[src/rtl/ecc_rd_ctrl_if.sv]
// Bus bundle between the ECC read sequencer and its RAM, its SEC-DED decoder and its downstream consumer.
// The master modport is the sequencer's view; the slave modport is the surrounding storage/decoder/sink.
interface ecc_rd_ctrl_if #(
    parameter int DATA_WIDTH = 32,
    parameter int ECC_WIDTH  = 7,
    parameter int ADDR_WIDTH = 4
);
    logic                             fifo_empty;
    logic                             mem_rd_en;
    logic [ADDR_WIDTH-1:0]            mem_rd_addr;
    logic [DATA_WIDTH+ECC_WIDTH-1:0]  mem_rd_data;
    logic [DATA_WIDTH-1:0]            dec_datain;
    logic [ECC_WIDTH-1:0]             dec_corr;
    logic [DATA_WIDTH-1:0]            dec_dataout;
    logic                             dec_err;
    logic [DATA_WIDTH-1:0]            dout;
    logic                             dout_err;
    logic                             dout_valid;
    logic                             dout_ready;

    modport master (
        input  fifo_empty, mem_rd_data, dec_dataout, dec_err, dout_ready,
        output mem_rd_en, mem_rd_addr, dec_datain, dec_corr, dout, dout_err, dout_valid
    );

    modport slave (
        output fifo_empty, mem_rd_data, dec_dataout, dec_err, dout_ready,
        input  mem_rd_en, mem_rd_addr, dec_datain, dec_corr, dout, dout_err, dout_valid
    );
endinterface

[src/rtl/ecc_rd_ctrl.sv]
// ecc_rd_ctrl: pops words from the ECC FIFO RAM, runs them through the SEC-DED decoder, presents them valid/ready.
// Define ECC_ERR_CNT_EN to add the saturating 16-bit err_cnt output alongside the sticky error flag.
module ecc_rd_ctrl #(
    parameter int DATA_WIDTH = 32,
    parameter int ECC_WIDTH  = 7,
    parameter int ADDR_WIDTH = 4
) (
    input  logic                clk,
    input  logic                rst,
    ecc_rd_ctrl_if.master       bus,
    output logic [ADDR_WIDTH:0] rd_ptr,
    output logic                err_sticky,
    input  logic                err_clr
`ifdef ECC_ERR_CNT_EN
    ,
    output logic [15:0]         err_cnt
`endif
);

    typedef enum logic [1:0] {IDLE, RD, DEC, OUT} state_t;

    state_t state;
    state_t state_next;
    logic   issue;
    logic   load_dec;
    logic   load_out;
    logic   handshake;

    assign handshake = bus.dout_valid & bus.dout_ready;

    always_ff @(posedge clk) begin
        if (rst) begin
            state <= IDLE;
        end else begin
            state <= state_next;
        end
    end

    // A new read is only issued from IDLE or on the OUT handshake, so at most one word is ever in flight.
    always_comb begin
        state_next = state;
        issue      = 1'b0;
        load_dec   = 1'b0;
        load_out   = 1'b0;
        case (state)
            IDLE: begin
                if (!bus.fifo_empty) begin
                    issue      = 1'b1;
                    state_next = RD;
                end
            end
            RD: begin
                load_dec   = 1'b1;
                state_next = DEC;
            end
            DEC: begin
                load_out   = 1'b1;
                state_next = OUT;
            end
            OUT: begin
                if (handshake) begin
                    if (!bus.fifo_empty) begin
                        issue      = 1'b1;
                        state_next = RD;
                    end else begin
                        state_next = IDLE;
                    end
                end
            end
            default: state_next = IDLE;
        endcase
        if (rst) begin
            issue = 1'b0;
        end
    end

    assign bus.mem_rd_en   = issue;
    assign bus.mem_rd_addr = rd_ptr[ADDR_WIDTH-1:0];

    // The extra MSB toggles on each wrap so the write side can tell full from empty.
    always_ff @(posedge clk) begin
        if (rst) begin
            rd_ptr <= '0;
        end else if (issue) begin
            rd_ptr <= rd_ptr + 1'b1;
        end
    end

    always_ff @(posedge clk) begin
        if (rst) begin
            bus.dec_datain <= '0;
            bus.dec_corr   <= '0;
        end else if (load_dec) begin
            bus.dec_datain <= bus.mem_rd_data[DATA_WIDTH-1:0];
            bus.dec_corr   <= bus.mem_rd_data[DATA_WIDTH+ECC_WIDTH-1:DATA_WIDTH];
        end
    end

    always_ff @(posedge clk) begin
        if (rst) begin
            bus.dout       <= '0;
            bus.dout_err   <= 1'b0;
            bus.dout_valid <= 1'b0;
        end else if (load_out) begin
            bus.dout       <= bus.dec_dataout;
            bus.dout_err   <= bus.dec_err;
            bus.dout_valid <= 1'b1;
        end else if (handshake) begin
            bus.dout_valid <= 1'b0;
        end
    end

    // Setting wins over err_clr so an error delivered in the clearing cycle is never lost.
    always_ff @(posedge clk) begin
        if (rst) begin
            err_sticky <= 1'b0;
        end else if (handshake && bus.dout_err) begin
            err_sticky <= 1'b1;
        end else if (err_clr) begin
            err_sticky <= 1'b0;
        end
    end

`ifdef ECC_ERR_CNT_EN
    always_ff @(posedge clk) begin
        if (rst) begin
            err_cnt <= '0;
        end else if (handshake && bus.dout_err) begin
            if (err_clr) begin
                err_cnt <= 16'd1;
            end else if (err_cnt != 16'hFFFF) begin
                err_cnt <= err_cnt + 16'd1;
            end
        end else if (err_clr) begin
            err_cnt <= '0;
        end
    end
`endif

    assert property (@(posedge clk) disable iff (rst) bus.mem_rd_en |-> !bus.fifo_empty);

    assert property (@(posedge clk) disable iff (rst)
        (bus.dout_valid && !bus.dout_ready) |=> (bus.dout_valid && $stable(bus.dout) && $stable(bus.dout_err)));

endmodule

[src/flat_wrapper.sv]
// flat-port wrapper written by rule: the top's interface ports become plain ports
module ecc_rd_ctrl_flat 
#(
    parameter int DATA_WIDTH = 32,
    parameter int ECC_WIDTH  = 7,
    parameter int ADDR_WIDTH = 4
)
  (clk, rst, rd_ptr, err_sticky, err_clr, bus_fifo_empty, bus_mem_rd_data, bus_dec_dataout, bus_dec_err, bus_dout_ready, bus_mem_rd_en, bus_mem_rd_addr, bus_dec_datain, bus_dec_corr, bus_dout, bus_dout_err, bus_dout_valid);
  ecc_rd_ctrl_if #(.DATA_WIDTH(DATA_WIDTH), .ECC_WIDTH(ECC_WIDTH), .ADDR_WIDTH(ADDR_WIDTH)) bus_i ();
  input  logic clk;
  input  logic rst;
  output logic [ADDR_WIDTH:0] rd_ptr;
  output logic err_sticky;
  input  logic err_clr;
  input wire logic [$bits(bus_i.fifo_empty)-1:0] bus_fifo_empty;
  input wire logic [$bits(bus_i.mem_rd_data)-1:0] bus_mem_rd_data;
  input wire logic [$bits(bus_i.dec_dataout)-1:0] bus_dec_dataout;
  input wire logic [$bits(bus_i.dec_err)-1:0] bus_dec_err;
  input wire logic [$bits(bus_i.dout_ready)-1:0] bus_dout_ready;
  output wire logic [$bits(bus_i.mem_rd_en)-1:0] bus_mem_rd_en;
  output wire logic [$bits(bus_i.mem_rd_addr)-1:0] bus_mem_rd_addr;
  output wire logic [$bits(bus_i.dec_datain)-1:0] bus_dec_datain;
  output wire logic [$bits(bus_i.dec_corr)-1:0] bus_dec_corr;
  output wire logic [$bits(bus_i.dout)-1:0] bus_dout;
  output wire logic [$bits(bus_i.dout_err)-1:0] bus_dout_err;
  output wire logic [$bits(bus_i.dout_valid)-1:0] bus_dout_valid;
  assign bus_i.fifo_empty = bus_fifo_empty;
  assign bus_i.mem_rd_data = bus_mem_rd_data;
  assign bus_i.dec_dataout = bus_dec_dataout;
  assign bus_i.dec_err = bus_dec_err;
  assign bus_i.dout_ready = bus_dout_ready;
  assign bus_mem_rd_en = bus_i.mem_rd_en;
  assign bus_mem_rd_addr = bus_i.mem_rd_addr;
  assign bus_dec_datain = bus_i.dec_datain;
  assign bus_dec_corr = bus_i.dec_corr;
  assign bus_dout = bus_i.dout;
  assign bus_dout_err = bus_i.dout_err;
  assign bus_dout_valid = bus_i.dout_valid;
  ecc_rd_ctrl #(.DATA_WIDTH(DATA_WIDTH), .ECC_WIDTH(ECC_WIDTH), .ADDR_WIDTH(ADDR_WIDTH)) u_core (.clk(clk), .rst(rst), .bus(bus_i), .rd_ptr(rd_ptr), .err_sticky(err_sticky), .err_clr(err_clr));
endmodule
[config.mk]
export PLATFORM = sky130hd
export DESIGN_NAME = ecc_rd_ctrl_flat
export DESIGN_NICKNAME = d
export VERILOG_FILES = /design/src/rtl/ecc_rd_ctrl_if.sv /design/src/rtl/ecc_rd_ctrl.sv /design/src/flat_wrapper.sv
export SDC_FILE = /design/constraint.sdc
export NUM_CORES = 1
export LEC_CHECK = 0
export CAP_MARGIN = 20
export CORE_AREA = 2 2 87 89
export CTS_BUF_LIST = sky130_fd_sc_hd__clkbuf_4 sky130_fd_sc_hd__clkbuf_8
export DETAILED_ROUTE_END_ITERATION = 8
export DIE_AREA = 0 0 89 91
export GPL_ROUTABILITY_DRIVEN = 1
export PLACE_DENSITY_LB_ADDON = 0.3
export SYNTH_ARGS = -nofsm -noshare
export SYNTH_HDL_FRONTEND = slang
export SYNTH_SLANG_ARGS = --single-unit
export TNS_END_PERCENT = 1
[constraint.sdc]
create_clock -name clk -period 4.9 [get_ports clk]
set_clock_uncertainty 0.2 [all_clocks]
set_input_delay 1.225 -clock clk [delete_from_list [all_inputs] [get_ports clk]]
set_output_delay 1.225 -clock clk [all_outputs]
set_load 0.01 [all_outputs]
== Word-level counts from Yosys, hierarchy flattened ==
Cells that the tools add are included.
Operators by class
  $add $sub $neg: 1
  eq/ne operators: 5
  mux-type cells: 14
  bitwise gates (word level): 1
  reductions and logical operators: 5
Operators by type and width (number)
  2-to-1 mux 1 bit: 10
  one-hot mux 2 bit (4 select lines): 1
  adder 5 x 1 -> 5 bit (second input constant): 1
  == test 2 bit (second input constant): 2
  2-to-1 mux 2 bit: 2
  nonzero test 2 bit: 2
  == test 2 x 1 -> 1 bit (second input constant): 1
  zero test 2 bit: 1
  != test 2 x 1 -> 1 bit (second input constant): 1
  != test 2 bit (second input constant): 1
  one-hot mux 1 bit (2 select lines): 1
  AND reduction 2 bit: 1
  bitwise AND 1 bit: 1
  logical AND 1 bit: 1
Storage, ports and cells
  register bits: 81
  input port bits: 77
  output and inout port bits: 84
  word-level logic and storage cells: 34

== Logic depth before layout (Yosys ltp) ==
Gate-level depths: netlist of run 1.
  depth in word-level cells: 4
  gate-level depth with buffers: 7
  gate-level depth less buffers: 5

== Worst setup path before layout of run 1 ==
OpenSTA, ideal clock, no wires.
  path type: input-to-output
  start: in bus_fifo_empty
  end: out bus_mem_rd_en
  arrival time: 1.809 ns
  data required time: 3.475 ns
  setup slack: 1.666 ns
  stages on the path: 2
  path buffers: 1
  cells stage by stage: buf_2 nor4_1
Between the ends
  longest elaborated chain between the ends: 4
Ends and longest elaborated chain
  from (decl): RTL line flat_wrapper.sv:15  | input wire logic [$bits(bus_i.fifo_empty)-1:0] bus_fifo_empty;
  2-to-1 mux 1 bit *: RTL line ecc_rd_ctrl.sv:47, ecc_rd_ctrl.sv:62
  2-to-1 mux 1 bit: RTL line ecc_rd_ctrl.sv:61  | if (handshake) begin
  one-hot mux 1 bit (2 select lines) *: RTL line ecc_rd_ctrl.sv:45  | case (state)
  2-to-1 mux 1 bit *: RTL line ecc_rd_ctrl.sv:72  | if (rst) begin
  to (decl): RTL line flat_wrapper.sv:20  | output wire logic [$bits(bus_i.mem_rd_en)-1:0] bus_mem_rd_en;
Every way passes the cells marked *; elsewhere a longest branch is shown, timed or not.

== Worst setup path in the final report of run 1 ==
  start: in bus_dout_ready
  end: out bus_mem_rd_en
Between the ends
  longest elaborated chain between the ends: 4
Ends and longest elaborated chain
  from (decl): RTL line flat_wrapper.sv:19  | input wire logic [$bits(bus_i.dout_ready)-1:0] bus_dout_ready;
  bitwise AND 1 bit: RTL line ecc_rd_ctrl.sv:29  | assign handshake = bus.dout_valid & bus.dout_ready;
  2-to-1 mux 1 bit: RTL line ecc_rd_ctrl.sv:61
  one-hot mux 1 bit (2 select lines): RTL line ecc_rd_ctrl.sv:45
  2-to-1 mux 1 bit: RTL line ecc_rd_ctrl.sv:72
Every way passes these cells.

==> results of run 1 <==
==> final cells by class <==
| class | count | area, um2 | share of cell area [%] |
|---|---|---|---|
| Clock inverter | 5 | 80.08 | 1.629 |
| Timing Repair Buffer | 162 | 1612 | 32.79 |
| Tap cell | 99 | 123.9 | 2.520 |
| Sequential cell | 81 | 1622 | 32.99 |
| Inverter | 4 | 15.01 | 0.3055 |
| Clock buffer | 11 | 138.9 | 2.826 |
| Multi-Input combinational cell | 188 | 1324 | 26.93 |
==> cell usage after synthesis (all sizes together) <==
cell type  number  area, um2
nor3            1      5.000
nor2b           3      18.77
clkbuf          5      18.77
mux2            3      33.78
nand2b          4      25.02
mux2i          73      730.7
a21boi          1      7.510
and2            1      6.260
dfxtp          81       1622
nor4            3      18.77
o21ai           1      5.000
buf            18      106.4
inv             4      15.01
nor2           77      289.0
nor3b           1      7.510
a31oi           1      12.51
a21oi           4      20.02
o31ai           2      15.01
or4             1      7.510
nand3           3      15.01
a2111oi         1      8.760
ha              6      75.07
nor4b           1      8.760
or3b            1      8.760
==> registers in the layout, indices dropped and copies added (netlist names) <==
register and flops:
u_core.bus.dout_valid 1, u_core.rd_ptr 5, u_core.bus.dout 32, u_core.bus.dec_corr 7, u_core.bus.dec_datain 32, u_core.bus.dout_err 1
u_core.err_sticky 1, u_core.state 2
==> where the power goes <==
group	switching [W]	total, W	internal (W)
clock network	0.000232	0.000530	0.000298
registers	0.0000891	0.000902	0.000813
logic	0.000448	0.00101	0.000567
total	0.000769	0.00245	0.00168
==> cells in the final DEF (no fill, tap or decap), types with 2 or more instances in the layout <==
cell type	n
bufinv_16	2
clkdlybuf4s50_1	159
a21oi_1	4
o31ai_1	2
nand3_1	3
dfxtp_1	81
nor2_1	77
buf_4	2
ha_2	2
clkbuf_4	2
mux2i_1	73
nor2b_1	3
mux2_2	2
nor4_1	3
ha_1	4
inv_1	4
clkinvlp_4	2
clkbuf_8	9
nand2b_1	4
==> metal layers <==
| layer | vias up | part of all wire [%] |
|---|---|---|
| li1 | 1283 | - |
| met1 | 1190 | 39 |
| met2 | 128 | 46 |
| met3 | 10 | 13 |
| met4 | 0 | 1.6 |
| met5 | - | 0 |
==> through the flow <==
stage | std cells | power [W] | instance area (um2)
after global placement | 534 | 0.001908 | 4696
after CTS | 550 | 0.002476 | 4915
after global routing | 550 | 0.002591 | 4915
after floorplan | 296 | 0.001500 | 3080
after detailed placement | 534 | 0.001938 | 4696
final | 550 | 0.002447 | 4915
==> worst paths after layout <==
path,cells after the start,to,startpoint,slack [ns]
hold reg to reg,2,u_core.err_sticky,u_core.err_sticky,0.28
setup / recovery,4,bus_mem_rd_en,bus_dout_ready,0.74
hold / removal,2,u_core.err_sticky,u_core.err_sticky,0.28
setup reg to reg,4,u_core.bus.dout[2],u_core.state[0],2.80
==> worst min-delay path, delay by kind of cell, from the launching register on <==
kind / cells / cell delay (ns)
simple gates: 1 / 0.06
flops: 1 / 0.31
compound gates: 1 / 0.06
==> logic make-up after synthesis <==
kind of cell	synth area share, %
compound gates	2.234
fa+ha+maj	2.437
buf+inv	4.549
flops	52.64
mux	24.82
simple gates	13.32
==> qor.yml, run 1 <==
global_routing:
  gr-total-overflow: 0
  use_met3_pct: 8.000
  grt_max_degree: 86
  grt_pass1_wl_um: 11720
  gr-usage-met2_pct: 30.97
  top_usage_layer: "met2"
  grt.met1_usage_pct: 20.24
  grt_usage_pct: 18.50
  grt_pass1_vias: 2661
  antenna_found_initial: 0
sta:
  min_period_ns: 4.162
  setup_violations: 0
  fin_crit_sh_pct: 84.95
  max_freq_mhz: 240.2
  fin_ws_ns: 0.7376
  hold_viol: 0
  hold_ws_ns: 0.2820
  worst_pin_slew_ns: 1.023
  slew_viol_final: 0
  tns_ns: 0
  slew_headroom_pct: 31.81
  rsz0062_at_grt: "false"
setup_path:
  cpMostUsedCell: "clkdlybuf4s50_1"
  crit_type: "in -> out"
  crit_buf_inv: 2
  start_kind: "input pin"
  cp.arrival_ns: 2.74
  critical-path-max-stage-delay_ns: 0.58
  end_kind: "output pin"
  crit_chain: "clkdlybuf4s50_1, a31oi_2, nor4_1, clkdlybuf4s50_1"
  critPathRequiredTime_ns: 3.47
  crit_family: "buffers and inverters"
  slowest_stage: "clkdlybuf4s50_1"
  cp_max_fo: 7
power:
  power.density_nw_per_um2: 497.9
  vdd_ir_drop_max_mv: 0.2623
  p_leak_nw: 1.830
routing:
  drtAntennaViolNets: 0
  drt-pass1-iter-count: 4
  drcViolationCount: 0
  drt_wl_total_um: 7548
  drt-initial-drc-count: 71
  num_vias: 2611
  wire_per_inst_um: 13.72
  vias_per_cell: 4.747
cells_and_area:
  syn_to_final_growth_pct: 59.54
  fin_util_pct: 68.86
  nets: 529
  num_antenna_cells: 0
  drive_above_1_share_pct: 5.322
  fillers: 573
job:
  max_cap_viol_count: 0
yosys:
  synth_cell_types: 27
  synthesis.instances: 296
  ys_warn_count: 0
  syn-num-nets: 379
  yosysSeqAreaShare_pct: 52.64
  yosys_register_bits: 81
  synth.avg_cell_area_um2: 10.41
  synthesis.area_um2: 3080
place:
  port_buffers: 160
  post-place-ws_ns: 0.7516
  routabilityCongestion: 0.7149
  dp_hpwl_um: 5482
clock_tree:
  clk_pin_slew_ns: 0.07
  cts_root_buf: "clkbuf_8"
  cts_hold_buf: 0
  cts_resized: 0
  cts_buffers: 9
  cts_tree: "yes"
  cts.sinks: 81
  worstSkewPairLatency_ns: 0.34
  post_cts_buffers: 0
  cts.htree.levels: 3
  cts_buffer_depth: 2
floorplan:
  start_util_pct: 43.16
  die_y_um: 91
  fp-row-count: 31
  dieArea_um2: 8099
  ios: 161
  core_um2: 7137
  die_x_um: 89
min_path:
  hp-class: "reg -> reg"
status:
  status: "completed"
(Power assumes the default switching activity.)
==> run 2: changes to the inputs <==
CORE_AREA = 2 2 90 92   (was 2 2 87 89)
DIE_AREA = 0 0 92 94   (was 0 0 89 91)
clock period = 4.05 ns   (was 4.9 ns; I/O delays follow)
==> qor.yml, run 2 (synthesis results as in run 1) <==
power:
  p_leak_nw: 1.821  # was 1.830 nW
  fin_total_pwr_w: 0.002880  # was 0.002447 W
  vdd_ir_drop_max_mv: 0.3603  # was 0.2623 mV
  power.density_nw_per_um2: 589.5  # was 497.9 nW/um2
min_path:
  hp-start: "u_core.err_sticky"  # unchanged
  hold_depth: 2  # unchanged
  holdPathEnd: "u_core.err_sticky"  # unchanged
  hp-class: "reg -> reg"  # unchanged
place:
  place_inst: 537  # was 534
  dp_hpwl_um: 5284  # was 5482 um
  routabilityCongestion: 0.7592  # was 0.7149
  port_buffers: 160  # unchanged
setup_path:
  start_kind: "input pin"  # unchanged
  rr_worst_depth: 5  # was 4
  critical-path-max-stage-delay_ns: 0.58  # about the same
  cp.arrival_ns: 2.51  # was 2.74 ns
  crit_type: "in -> out"  # unchanged
  slowest_stage: "clkdlybuf4s50_1"  # unchanged
  critPathRequiredTime_ns: 2.84  # was 3.47 ns
  timing.rr.end: "u_core.bus.dec_datain[2]"  # was u_core.bus.dout[2]
  cpMostUsedCell: "clkdlybuf4s50_1"  # unchanged
  crit_chain: "clkdlybuf4s50_1, a31oi_2, nor4_1, clkdlybuf4s50_1"  # unchanged
  timing.rr.start: "u_core.state[1]"  # was u_core.state[0]
  ff2ff_setup_slack_ns: 1.83  # was 2.80 ns
  end_kind: "output pin"  # unchanged
  cp_max_fo: 7  # unchanged
job:
  max_cap_viol_count: 0  # unchanged
clock_tree:
  clk_pin_slew_ns: 0.08  # was 0.07 ns
  cts_buffers: 9  # unchanged
  cts_hold_buf: 0  # unchanged
  cts.htree.levels: 3  # unchanged
  cts.sinks: 81  # unchanged
  cts_resized: 0  # unchanged
  cts_tree: "yes"  # unchanged
  cts_root_buf: "clkbuf_8"  # unchanged
  post_cts_buffers: 0  # unchanged
  worstSkewPairLatency_ns: 0.34  # about the same
  cts_buffer_depth: 2  # unchanged
routing:
  drt_wl_total_um: 7556  # was 7548 um
  drt-initial-drc-count: 87  # was 71
  num_vias: 2564  # was 2,611
  wire_per_inst_um: 13.66  # was 13.72 um
  drt-pass1-iter-count: 4  # unchanged
  vias_per_cell: 4.637  # was 4.747
  drcViolationCount: 0  # unchanged
  drtAntennaViolNets: 0  # unchanged
cells_and_area:
  reg_top3: "u_core.bus.dec_datain (32), u_core.bus.dout (32), u_core.bus.dec_corr (7)"  # unchanged
  nets: 529  # unchanged
  syn_to_final_growth_pct: 58.61  # was 59.54%
  drive_above_1_share_pct: 5.322  # unchanged
  final_common_cell: "clkdlybuf4s50_1"  # unchanged
  final-instance-count-excl-fill: 553  # was 550
  mostFrequentLayoutCells: "159 x clkdlybuf4s50_1, 81 x dfxtp_1, 77 x nor2_1"  # unchanged
  num_antenna_cells: 0  # unchanged
global_routing:
  gr-total-overflow: 0  # unchanged
  antenna_found_initial: 0  # unchanged
  grt_pass1_wl_um: 12230  # was 11,720 um
  grt_pass1_vias: 2639  # was 2,661
  grt_usage_pct: 17.75  # was 18.50%
  grt_max_degree: 86  # unchanged
sta:
  tns_ns: 0  # unchanged
  slew_viol_final: 0  # unchanged
  hold_viol: 0  # unchanged
  worst_pin_slew_ns: 1.060  # was 1.023 ns
  rsz0062_at_grt: "false"  # unchanged
  min_period_ns: 3.725
  max_freq_mhz: 268.5
  fin_crit_sh_pct: 91.97
  setup_violations: 0  # unchanged
  slew_headroom_pct: 29.31  # was 31.81%
floorplan:
  core_um2: 7607  # was 7137 um2
  ios: 161  # unchanged
  start_util_pct: 40.49  # was 43.16%
  die_y_um: 94  # was 91 um
  dieArea_um2: 8648  # was 8099 um2
  die_x_um: 92  # was 89 um
  fp-row-count: 32  # was 31
status:
  status: "completed"  # unchanged
run 2: power by group:
group	total, W	internal, W	leakage (nW)	switching (W)
clock network	0.000555	0.000277	0.0969	0.000278
registers	0.00109	0.000984	0.660	0.000106
logic	0.00124	0.000690	1.06	0.000546
total	0.00288	0.00195	1.82	0.000930
run 2: layout make-up:
cell class	count	area [um2]
flip-flops and latches	81	1622
repair buffers	162	1612
well taps	102	127.6
inverters	4	15.01
fillers	624	2721
multi-input cells	188	1324
clock buffers	14	173.9
clock inverters	2	12.51
run 2: worst max-delay path by stage:
stage / start / end / slack [ns]
detailed placement: bus_dout_ready / bus_mem_rd_en / 0.35
finish: bus_dout_ready / bus_mem_rd_en / 0.33
CTS: bus_dout_ready / bus_mem_rd_en / 0.33
floorplan: bus_fifo_empty / bus_mem_rd_en / 1.24
global placement: bus_dout_ready / bus_mem_rd_en / 0.32
global route: bus_dout_ready / bus_mem_rd_en / 0.21
run 2: worst max-delay path: cells and delay by family:
| family | cells | cell delay, ns |
|---|---|---|
| buf+inv | 2 | 1.12 |
| simple gates | 1 | 0.20 |
| compound gates | 1 | 0.18 |
run 2: metal layers:
| layer | GRT usage (%) | routed length (um) |
|---|---|---|
| met5 | 0 | 0 |
| met4 | 6.716 | 76 |
| met3 | 6.501 | 784 |
| met2 | 29.23 | 3350 |
| met1 | 21.24 | 3345 |
run 2: stage by stage:
step	hold slack [ns]	area [um2]	setup slack, ns	util [%]
floorplan	0.2934	3080	1.241	-
global placement	0.2635	4700	0.3220	61.78
detailed placement	0.2737	4700	0.3474	61.78
CTS	0.2865	4886	0.3276	64.23
global route	0.3171	4886	0.2077	64.23
finish	0.2791	4886	0.3254	64.23
